===== config.mk =====
export PLATFORM = sky130hd
export DESIGN_NAME = rx_edge_sampler
export DESIGN_NICKNAME = d
export VERILOG_FILES = /design/src/rtl/uart_rx_pkg.sv /design/src/rtl/uart_rx_sync.sv /design/src/rtl/rx_edge_sampler.sv
export SDC_FILE = /design/constraint.sdc
export NUM_CORES = 1
export LEC_CHECK = 0
export BUFFER_PORTS_ARGS = -buffer_cell sky130_fd_sc_hd__buf_2
export CAP_MARGIN = 20
export CELL_PAD_IN_SITES_DETAIL_PLACEMENT = 0
export CELL_PAD_IN_SITES_GLOBAL_PLACEMENT = 1
export CORE_AREA = 2 2 55 57
export CTS_CLUSTER_DIAMETER = 80
export DETAILED_ROUTE_END_ITERATION = 10
export DIE_AREA = 0 0 57 59
export PLACE_DENSITY = 0.86
export SKIP_LAST_GASP = 1
export SYNTH_ARGS = -nofsm -noshare
export SYNTH_HDL_FRONTEND = slang
export SYNTH_HIERARCHICAL = 1
export SYNTH_SLANG_ARGS = --single-unit

===== constraint.sdc =====
create_clock -name CLK -period 3.96 [get_ports CLK]
set_clock_uncertainty 0.15 [all_clocks]
set_input_delay 0.594 -clock CLK [delete_from_list [all_inputs] [get_ports CLK]]
set_output_delay 0.594 -clock CLK [all_outputs]
set_load 0.005 [all_outputs]

===== src/rtl/uart_rx_pkg.sv =====
// uart_rx_pkg: prescale and frame-length constants plus the prescale decode shared by the UART receive path
package uart_rx_pkg;
  localparam logic [5:0] PRESC_8 = 6'd8;
  localparam logic [5:0] PRESC_16 = 6'd16;
  localparam logic [5:0] PRESC_32 = 6'd32;
  localparam logic [3:0] FRAME_LEN_NOPAR = 4'd10;
  localparam logic [3:0] FRAME_LEN_PAR = 4'd11;
  function automatic logic [5:0] decode_prescale(input logic [5:0] p);
    return (p == PRESC_16 || p == PRESC_32) ? p : PRESC_8;
  endfunction
endpackage


===== src/rtl/uart_rx_sync.sv =====
// uart_rx_sync: two-flop synchronizer for the idle-high serial line
module uart_rx_sync (
  input  logic CLK,
  input  logic RST,
  input  logic d,
  output logic q
);
  logic meta;
  // shift the raw line through two flops; both park at the idle level in reset
  always_ff @(posedge CLK)
    if (!RST) {q, meta} <= 2'b11;
    else {q, meta} <= {meta, d};
endmodule


===== src/rtl/rx_edge_sampler.sv =====
// rx_edge_sampler: UART RX oversampling counters and mid-bit sampler; RX_MAJORITY_VOTE_EN selects the 2-of-3 vote
module rx_edge_sampler
  import uart_rx_pkg::*;
#(
  parameter int CNT_W = 6
) (
  input  logic             CLK,
  input  logic             RST,
  input  logic             RX_IN,
  input  logic [5:0]       prescale,
  input  logic             PAR_EN,
  input  logic             cnt_en,
  input  logic             dat_samp_en,
  output logic             rx_sync,
  output logic [CNT_W-1:0] edge_cnt,
  output logic [3:0]       bit_cnt,
  output logic             sampled_bit,
  output logic             sample_valid,
  output logic             frame_done
);
  logic [5:0] p_reg;
  logic par_reg;
  logic [CNT_W-1:0] p_last, h, h_lo, h_hi;
  logic [3:0] bit_last;
  logic edge_wrap, frame_end;

  uart_rx_sync u_sync (.CLK(CLK), .RST(RST), .d(RX_IN), .q(rx_sync));

  assign p_last = CNT_W'(p_reg - 6'd1);
  assign h = CNT_W'(p_reg >> 1);
  assign h_lo = h - CNT_W'(1);
  assign h_hi = h + CNT_W'(1);
  assign bit_last = par_reg ? FRAME_LEN_PAR - 4'd1 : FRAME_LEN_NOPAR - 4'd1;
  assign edge_wrap = edge_cnt == p_last;
  assign frame_end = edge_wrap && bit_cnt == bit_last;

  // track prescale and parity while idle, freeze them for the whole counted frame
  always_ff @(posedge CLK)
    if (!RST) begin
      p_reg <= PRESC_8;
      par_reg <= 1'b0;
    end else if (!cnt_en) begin
      p_reg <= decode_prescale(prescale);
      par_reg <= PAR_EN;
    end

  // edge/bit counters; a dropped enable or the last edge of the stop bit clears both
  always_ff @(posedge CLK)
    if (!RST) begin
      edge_cnt <= '0;
      bit_cnt <= '0;
      frame_done <= 1'b0;
    end else begin
      frame_done <= frame_end;
      edge_cnt <= (!cnt_en || edge_wrap) ? '0 : edge_cnt + CNT_W'(1);
      bit_cnt <= (!cnt_en || frame_end) ? 4'd0 : edge_wrap ? bit_cnt + 4'd1 : bit_cnt;
    end

`ifdef RX_MAJORITY_VOTE_EN
  logic s_lo, s_mid;
  // sample at H-1 and H, then vote them with the H+1 sample straight into sampled_bit
  always_ff @(posedge CLK)
    if (!RST) begin
      s_lo <= 1'b1;
      s_mid <= 1'b1;
      sampled_bit <= 1'b1;
      sample_valid <= 1'b0;
    end else begin
      sample_valid <= dat_samp_en && edge_cnt == h_hi;
      if (dat_samp_en && edge_cnt == h_lo) s_lo <= rx_sync;
      if (dat_samp_en && edge_cnt == h) s_mid <= rx_sync;
      if (dat_samp_en && edge_cnt == h_hi)
        sampled_bit <= (s_lo & s_mid) | (s_lo & rx_sync) | (s_mid & rx_sync);
    end
`else
  logic unused_h;
  assign unused_h = ^{h_lo, h_hi};
  // single sample at mid-bit goes straight into sampled_bit
  always_ff @(posedge CLK)
    if (!RST) begin
      sampled_bit <= 1'b1;
      sample_valid <= 1'b0;
    end else begin
      sample_valid <= dat_samp_en && edge_cnt == h;
      if (dat_samp_en && edge_cnt == h) sampled_bit <= rx_sync;
    end
`endif
endmodule


==> impl_results.md <==
* Result of the run: complete, no violations
* Slew headroom at 62.8%
* Synthesis-stage register bit count at 22
* Congestion Overflow GR at 0
* Reg-to-reg slack, setup at 1.80 ns
* Final worst path period need at 2.16 ns
* Number of antenna violations at the first check in global routing at 0
* Maximum fanout encountered on the critical timing path at 7
* Gate Count Post-Synth at 112
* First-pass GRT wire length at 3.93 mm
* Adder-cell share of the synthesized area at 3.52%
* Setup repair after global routing missed its margin: false
* Root Buffer Master: sky130_fd_sc_hd__clkbuf_4
* Placer congestion estimate at 0.808
* Multiplexer share of the synthesized area at 1.88%
* Post-cts resize count at 0
* Standard cell with the maximum stage delay on the critical path: sky130_fd_sc_hd__dfxtp_1
* Xor and xnor fraction of the mapped netlist area at 14.7%
* Maximum count of clock buffers along a single path at 2
* Post-Synthesis Net Count at 127
* Sequential share of power at 54.0%
* Standard cell core area at 0.00271 mm²
* Hold violation count in the final report at 0
* Antenna-violating nets left at 0
* Clock latency on the worst-skew pair at 0.31 ns
* Compound-cell area share of the yosys netlist at 12.5%
* Setup Crit Path Kind: flop to flop
* Largest family of logic cells by synthesized area: simple AND/OR/NAND/NOR gates
* LEAKAGE at 0.537 nW
* Comb pwr share at 4.9%
* Switching component of the power at 0.0833 mW
* Die Footprint at 0.00336 mm²
* Biggest area contributors in the synthesized netlist: sky130_fd_sc_hd__dfxtp_1, sky130_fd_sc_hd__xnor2_1, sky130_fd_sc_hd__xor2_1
* Highest clock rate at 463 MHz
* Primary flip-flop cell chosen by synthesis mapping: sky130_fd_sc_hd__dfxtp_1
* Post-synthesis simple-gate area fraction at 23.0%
* Net count, final at 154
* Post-synthesis sequential area ratio at 41.3%
* Async S/R FF share, synth at 0%
* Number of DRC violations after detailed-routing iteration 0 at 21
* Number of standard-cell rows in the floorplan at 19
* CP Cell Sequence: inv_1 > ha_1 > and2_1 > a211o_1 > a32oi_1 > nor2_1 > a31o_1
* Share of the clock period used by the worst path at 54.5%
* Post-detailed-route wirelength per cell at 13.4 µm
* Number of setup buffers added after CTS at 0
* Diode count at 0
* Top post-synthesis cells by count: sky130_fd_sc_hd__dfxtp_1, sky130_fd_sc_hd__nor2_1, sky130_fd_sc_hd__xnor2_1
* Final wirelength at 2.26 mm
* Area delta synth->final at 17.8%
* Int Power at 0.337 mW
* Worst hold slack after final layout at 0.273 ns
* Number of enable flip-flop cells after synthesis at 0
* Setup TNS at 0 ns
* Type of the worst min-delay path: flop to flop
* Slowest Stage Delay on Critical Path at 0.40 ns
* Total of warnings raised by yosys at 6
* Pin count of the biggest net entering global routing at 14
* Crit path arrival time at 2.24 ns
* TritonCTS clock tree: done
* P per Cell Area at 334 mW/mm²
* Clock power frac at 41.0%
* Critical Path RT at 4.04 ns
* Largest area contributor in the netlist: sky130_fd_sc_hd__dfxtp_1
* Area of the mapped netlist at 0.00107 mm²
* Final setup violation count at 0
* Actual slew at the worst max-slew pin at 0.550 ns
* Number of buffer cells added on primary ports at 25
* Clock slew seen by the registers of the worst setup and hold paths at 0.13 ns
* Vias per Instance at 5.39
* Number of buffers created by CTS at 3
* Most numerous cell in the Yosys netlist: sky130_fd_sc_hd__dfxtp_1
* CTS H-tree depth at 1
* DRC violation count after routing at 0
* Maximum vdd drop at 294 µV
* Critical path capture point type: flop
* Chip height at 59 µm
* Half-perimeter wire length of the detailed placement result at 1.69 mm
* Via count of the first global-routing pass at 892
* Pins over their slew limit at 0
* # IOs at 26
* Net Sw Frac at 19.8%
* Horizontal extent of the die at 57 µm
* Average cell area after synthesis at 9.53 µm²
* Netlist cell types at 34
* Clk sinks at 22
* Share of the synthesized area in the top cell type at 41.3%
* Worst Setup Start Kind: flop
* Share of final-layout standard cells stronger than drive strength 1 at 22.5%
* First-pass DRT Iterations at 4
* Total vias in the final route at 911
* Effective utilization at floorplan at 39.4%
* Global routing usage summed across all routing layers at 14.8%
* Max Cap Viol at 0
* Cts-stage hold buffer count at 0
==> power groups by stage <==
| stage | registers (mW) | clock network [mW] | logic (mW) |
|---|---|---|---|
| 5_1_grt | 0.228 | 0.188 | 0.0231 |
| 3_3_place_gp | 0.232 | 0 | 0.0206 |
| 4_1_cts | 0.227 | 0.175 | 0.0210 |
| 2_1_floorplan | 0.231 | 0 | 0.0108 |
| 6_report | 0.227 | 0.173 | 0.0208 |
| 3_5_place_dp | 0.232 | 0 | 0.0209 |
==> through the flow <==
| stage | instance area, µm² | power, mW | util (%) | instances | setup slack, ns |
|---|---|---|---|---|---|
| floorplan | 1070 | 0.242 | - | 112 | 1.96 |
| global placement | 1200 | 0.253 | 44.5 | 165 | 1.89 |
| detailed placement | 1200 | 0.253 | 44.5 | 165 | 1.83 |
| CTS | 1260 | 0.424 | 46.4 | 169 | 1.82 |
| global route | 1260 | 0.439 | 46.4 | 169 | 1.63 |
| finish | 1260 | 0.421 | 46.4 | 169 | 1.80 |
==> critical path: cells and delay by family, from the launching register on <==
kind            cells  cell delay, ns
compound gates      3            0.83
flops               1            0.40
simple gates        2            0.40
fa+ha+maj           1            0.23
buf+inv             1            0.08
==> logic make-up (layout without fill, tap and decap cells) <==
logic type / count (synthesis) / in the layout
buf+inv: 5 / 31
mux: 2 / 2
simple gates: 45 / 45
compound gates: 18 / 18
fa+ha+maj: 3 / 3
flops: 22 / 22
xor+xnor: 17 / 17
==> final cells by class <==
| cell class | count | area (µm²) |
|---|---|---|
| fillers | 279 | 1450 |
| multi-input cells | 85 | 593 |
| flip-flops and latches | 22 | 440 |
| repair buffers | 25 | 125 |
| well taps | 31 | 38.8 |
| clock inverters | 1 | 30.0 |
| clock buffers | 3 | 22.5 |
| inverters | 2 | 7.51 |
==> per-layer routing <==
layer	share of wire, %	global-route usage, %	vias to the layer above
met5	0	0	-
met4	0.35	1.99	0
met3	5.2	3.93	2
met2	46	25.6	22
met1	49	19.1	434
li1	-	-	453
==> path summary, 6_finish.rpt <==
kind / depth (start not counted) / startpoint / end
min reg2reg: 1 / u_sync/meta / u_sync/q
max: 7 / p_reg[0] / bit_cnt[2]
min: 1 / u_sync/meta / u_sync/q
max reg2reg: 7 / p_reg[0] / bit_cnt[2]
==> cell usage in the layout (no fill, tap or decap), types with 2 or more instances in the layout <==
cell,Yosys,final
sky130_fd_sc_hd__xor2_1,6,6
sky130_fd_sc_hd__o21ai_0,3,3
sky130_fd_sc_hd__or4_1,2,2
sky130_fd_sc_hd__dfxtp_1,22,22
sky130_fd_sc_hd__buf_2,0,25
sky130_fd_sc_hd__ha_1,3,3
sky130_fd_sc_hd__and2_1,3,3
sky130_fd_sc_hd__mux2i_1,2,2
sky130_fd_sc_hd__nor4b_1,2,2
sky130_fd_sc_hd__nor2_1,10,10
sky130_fd_sc_hd__clkbuf_4,0,3
sky130_fd_sc_hd__nand3_1,2,2
sky130_fd_sc_hd__inv_1,2,2
sky130_fd_sc_hd__and3_1,6,6
sky130_fd_sc_hd__nand2_1,5,5
sky130_fd_sc_hd__nor3_1,8,8
sky130_fd_sc_hd__nand2b_1,2,2
sky130_fd_sc_hd__a21oi_1,5,5
sky130_fd_sc_hd__xnor2_1,10,10
sky130_fd_sc_hd__a22o_1,2,2
No activity file was read; power rests on OpenSTA's default activity.
